$ cat src/rtl/xoodoo_nc_inv.sv
// Xoodoo-NC 96-bit inverse permutation, one inverse round per clock.
// Optional macro XOODOO_INV_UNROLL_EN: all rounds in a single RUN cycle.
module xoodoo_nc_inv #(
    parameter int ROUNDS = 3
) (
    input  logic        clk,
    input  logic        rst,
    input  logic        in_valid,
    output logic        in_ready,
    input  logic [95:0] in_state,
    output logic        out_valid,
    input  logic        out_ready,
    output logic [95:0] out_state
);

    typedef enum logic [1:0] {
        IDLE,
        RUN,
        DONE
    } fsm_e;

    fsm_e        fsm_q, fsm_d;
    logic [95:0] st_q, st_d;
    logic [3:0]  k_q, k_d;

    function automatic logic [31:0] rotl(input logic [31:0] x, input int n);
        return (x << n) | (x >> (32 - n));
    endfunction

    function automatic logic [31:0] rc(input logic [3:0] i);
        logic [31:0] r;
        case (i)
            4'd0:    r = 32'h58;
            4'd1:    r = 32'h38;
            4'd2:    r = 32'h3C0;
            4'd3:    r = 32'hD0;
            4'd4:    r = 32'h120;
            4'd5:    r = 32'h14;
            4'd6:    r = 32'h60;
            4'd7:    r = 32'h2C;
            4'd8:    r = 32'h380;
            4'd9:    r = 32'hF0;
            4'd10:   r = 32'h1A0;
            4'd11:   r = 32'h12;
            default: r = 32'h0;
        endcase
        return r;
    endfunction

    function automatic logic [95:0] inv_round(input logic [95:0] s,
                                              input logic [31:0] c);
        logic [31:0] a0, a1, a2, b0, b1, b2;
        logic [31:0] q, y1, y2, y3, y4, p, e;
        a0 = s[31:0];
        a1 = rotl(s[63:32], 31);
        a2 = rotl(s[95:64], 24);
        b0 = ~a1 & a2;
        b1 = ~a2 & a0;
        b2 = ~a0 & a1;
        a0 = a0 ^ b0 ^ c;
        a1 = a1 ^ b1;
        a2 = rotl(a2 ^ b2, 21);
        q  = a0 ^ a1 ^ a2;
        y1 = q ^ rotl(q, 5) ^ rotl(q, 14);
        y2 = y1 ^ rotl(y1, 10) ^ rotl(y1, 28);
        y3 = y2 ^ rotl(y2, 20) ^ rotl(y2, 24);
        y4 = y3 ^ rotl(y3, 8) ^ rotl(y3, 16);
        p  = rotl(y4, 16);
        e  = rotl(p, 5) ^ rotl(p, 14);
        return {a2 ^ e, a1 ^ e, a0 ^ e};
    endfunction

`ifdef XOODOO_INV_UNROLL_EN
    function automatic logic [95:0] inv_all(input logic [95:0] s);
        logic [95:0] a;
        a = s;
        for (int r = 0; r < ROUNDS; r++) begin
            a = inv_round(a, rc(4'(11 - r)));
        end
        return a;
    endfunction
`endif

    // Next-state logic: latch in IDLE, invert in RUN, hold in DONE.
    always_comb begin
        fsm_d = fsm_q;
        st_d  = st_q;
        k_d   = k_q;
        unique case (fsm_q)
            IDLE: begin
                if (in_valid) begin
                    st_d  = in_state;
                    k_d   = '0;
                    fsm_d = RUN;
                end
            end
            RUN: begin
`ifdef XOODOO_INV_UNROLL_EN
                st_d  = inv_all(st_q);
                k_d   = 4'(ROUNDS);
                fsm_d = DONE;
`else
                st_d = inv_round(st_q, rc(4'd11 - k_q));
                k_d  = k_q + 4'd1;
                if (k_q == 4'(ROUNDS - 1)) begin
                    fsm_d = DONE;
                end
`endif
            end
            DONE: begin
                if (out_ready) begin
                    fsm_d = IDLE;
                end
            end
            default: fsm_d = IDLE;
        endcase
    end

    // State, datapath and round counter registers with synchronous reset.
    always_ff @(posedge clk) begin
        if (rst) begin
            fsm_q <= IDLE;
            st_q  <= '0;
            k_q   <= '0;
        end else begin
            fsm_q <= fsm_d;
            st_q  <= st_d;
            k_q   <= k_d;
        end
    end

    assign in_ready  = (fsm_q == IDLE) && !rst;
    assign out_valid = (fsm_q == DONE);
    assign out_state = out_valid ? st_q : '0;

endmodule

$ cat config.mk
export PLATFORM = sky130hd
export DESIGN_NAME = xoodoo_nc_inv
export DESIGN_NICKNAME = d
export VERILOG_FILES = /design/src/rtl/xoodoo_nc_inv.sv
export SDC_FILE = /design/constraint.sdc
export NUM_CORES = 1
export LEC_CHECK = 0
export ABC_AREA = 1
export CAP_MARGIN = 25
export CORE_UTILIZATION = 26
export CTS_BUF_LIST = sky130_fd_sc_hd__clkbuf_4 sky130_fd_sc_hd__clkbuf_8 sky130_fd_sc_hd__clkbuf_16
export DETAILED_ROUTE_END_ITERATION = 7
export GPL_TIMING_DRIVEN = 0
export PLACE_DENSITY_LB_ADDON = 0.12
export SETUP_SLACK_MARGIN = 0.05
export SYNTH_ARGS = -nofsm -noshare
export SYNTH_HDL_FRONTEND = slang
export SYNTH_SLANG_ARGS = --single-unit
$ cat constraint.sdc
create_clock -name clk -period 8.2 [get_ports clk]
set_clock_uncertainty 0.1 [all_clocks]
set_input_delay 1.64 -clock clk [delete_from_list [all_inputs] [get_ports clk]]
set_output_delay 1.64 -clock clk [all_outputs]
set_load 0.02 [all_outputs]
==> impl_metrics.toml <==
[global_route]
grt_pass1_vias = 18670
grt_pass1_wl_um = 125000
grt_max_degree = 17
track_usage_pct = 28.1
grt_antenna_before_repair = 1
grt_remaining_overflow = 0

[setup_path]
reg2reg_depth = 27
ff2ff_setup_slack_ns = 3.60
crit_buf_inv = 5
end_kind = "output port"
worstPathMaxFanout = 10
crit_arrival_ns = 3.39
worstSetupEndpoint = "out_state[56]"
reg2reg_from = "k_q[2]"
required_ns = 6.46
cpPeakStageDelay_ns = 0.97
cp.depth = 7
path_delay_family = "buffers and inverters"
crit_type = "reg2out"
crit_chain = "inv_1 > nor2_1 > clkinv_1 > clkbuf_1 > buf_1 > nor2_1 > clkdlybuf4s50_1"
crit_slowest_cell = "buf_1"
cp_common_cell = "nor2_1"
startpoint = "fsm_q[1]"
start_kind = "flop"
reg2reg_to = "st_q[89]"

[yosys]
synth_top_cell_area_share_pct = 33.7
syn_area_mm2 = 0.0157
yosys_warnings = 0
synth_fp_nets = 3246
synth.distinct_cells = 40
ys_ff_latch = 102
synthArstFlopShare_pct = 0
ys_seq_area_share_pct = 13.0
postSynthCellCount = 3137
synth_edf_count = 0
synth_top_cell_by_area = "nand2_1"
ys.flop_type = "dfxtp_1"
synthTopCellsByArea = "nand2_1, nand3_1, dfxtp_1"
syn_avg_cell_area_um2 = 5.02

[sta]
hold_violations = 0
fin_crit_ns = 5.13
rsz0062_at_grt = "no"
relSlewSlack_pct = 17.9
max_freq_ghz = 0.195
finalCritPeriodShare_pct = 62.6
drv_slew = 0
setup_viol = 0
setup_tns_ns = 0
max_slew.worst_pin.slew_ns = 1.23

[cells_and_area]
final.fill_count = 7012
drive_above_1_share_pct = 11.6
fin_cells = 4126
final_core_util_pct = 32.1
area_delta_synth_final_pct = 21.3
regArea_mm2 = 0.00204
final_area_mm2 = 0.0191
layout.nets = 3458
antenna_cells = 0
multi_input_area_mm2 = 0.0123

[die]
pin_count = 198
die_y_um = 248
start_util_pct = 26.5
core_area_mm2 = 0.0595
die_area_mm2 = 0.0616
row_count = 89
die_x_um = 248

[drt]
dr.first_iter.drc_count = 1884
num_vias = 20837
drtAntennaViolNets = 0
wl_per_cell_um = 21.2
first_pass_iters = 6
drt_drc_violations_left = 0
via_per_inst = 5.05
drt_wl_total_um = 87500

[clock_tree]
numCtsBuffers = 9
cts_root_buf = "clkbuf_16"
cts_num_sinks = 102
htreeDepth = 3
cts_buffer_depth = 2
cts_setup_buffers = 0
ctsResizeCount = 0
clk_transition_reported_paths_ns = 0.08
cts_tree = "done"
postCtsHoldBufs = 0
clk_latency_ns = 0.40

[hold_path]
hold_path_class = "reg2reg"

[placement]
gp_congestion = 1.00
portBuffers = 196
dpl.cell_count = 4110
place_area_mm2 = 0.0187
post-dp-hpwl_um = 74100

[flow_run]
maxCapViolations = 0

[run_status]
status = "complete, no violations"
sequential cells by signal, summed over array words and instances (netlist names):
register,cells
fsm_q,2
k_q,4
st_q,96
Yosys cell counts, types with 2 or more instances:
master / instances
xor2_1: 50
o21ai_0: 38
nand2_2: 158
inv_2: 119
or2_1: 8
nand3_2: 29
xnor2_1: 3
buf_2: 7
o21ai_1: 15
a211oi_1: 2
nand2_4: 19
nand2_1: 1413
inv_1: 187
buf_1: 8
clkinv_1: 5
xor2_2: 7
a31oi_1: 6
o21ai_2: 11
nand3b_1: 14
ha_1: 9
or2_2: 2
clkbuf_1: 41
dfxtp_1: 102
nand3_1: 524
nor2_1: 229
a21oi_1: 104
nor2_2: 4
buf_4: 2
nand4_1: 6
xnor2_2: 3
nor2_4: 2
buf_6: 2
cells in the final DEF, fill, tap and decap left out, types with 4 or more instances in the layout:
cell type,instances
o21ai_1,15
clkbuf_1,41
nor2_2,4
buf_1,8
nand2_2,158
ha_1,9
nand4_1,6
clkinv_1,5
a31oi_1,6
xor2_1,50
o21ai_2,11
o21ai_0,38
nand3_2,29
nor2_1,229
clkdlybuf4s50_1,196
buf_2,7
nand3b_1,14
buf_8,5
nand3_1,524
a21oi_1,104
or2_1,8
dfxtp_1,102
clkbuf_16,9
inv_2,119
nand2_1,1413
inv_1,187
xor2_2,7
nand2_4,19
tightest hold or removal path, delay by kind of cell, from the launching register on:
| family | cells | cell delay, ns |
|---|---|---|
| AOI/OAI and AO/OA | 1 | 0.06 |
| DFF | 1 | 0.31 |
| and+or+nand+nor | 1 | 0.06 |
cell type report:
type                            count  share of cell area (%)
Sequential cell                   102                    10.7
Timing Repair Buffer              201                    10.7
Multi-Input combinational cell   2662                    64.2
Clock inverter                      5                   0.557
Inverter                          312                    6.15
Tap cell                          773                    5.06
Clock buffer                       10                    1.25
Buffer                             61                    1.39
metal layers:
metal  vias up  track usage (%)  routed length (µm)  share of wire, %
met2       832             46.0               39700                45
met4         2             12.9                4110               4.7
li1      10300                -                   -                 -
met3       142             3.20                5500               6.3
met1      9561             36.9               38200                44
met5         -                0                  13             0.015
worst min-delay path by stage:
stage,startpoint,endpoint,slack [ns],depth (start not counted)
6_report,k_q[3],k_q[3],0.38,2
3_5_place_dp,k_q[3],k_q[3],0.36,2
5_1_grt,k_q[3],k_q[3],0.40,2
4_1_cts,k_q[3],k_q[3],0.38,2
2_1_floorplan,k_q[3],k_q[3],0.34,2
3_3_place_gp,k_q[3],k_q[3],0.36,2
through the flow:
stage / worst slack (ns) / hold slack (ns)
after floorplan: 4.18 / 0.345
after global placement: 3.42 / 0.362
after detailed placement: 3.61 / 0.363
after CTS: 3.16 / 0.377
after global routing: 3.04 / 0.395
final: 3.07 / 0.377
kinds of logic after synthesis:
kind of cell | share of synthesized area [%]
compound gates | 6.09
xor+xnor | 3.98
fa+ha+maj | 0.715
buf+inv | 9.14
flops | 13.0
simple gates | 67.1
Power is not shown: default switching activity piles up to over one toggle a cycle in this logic, so the estimate is an artifact.
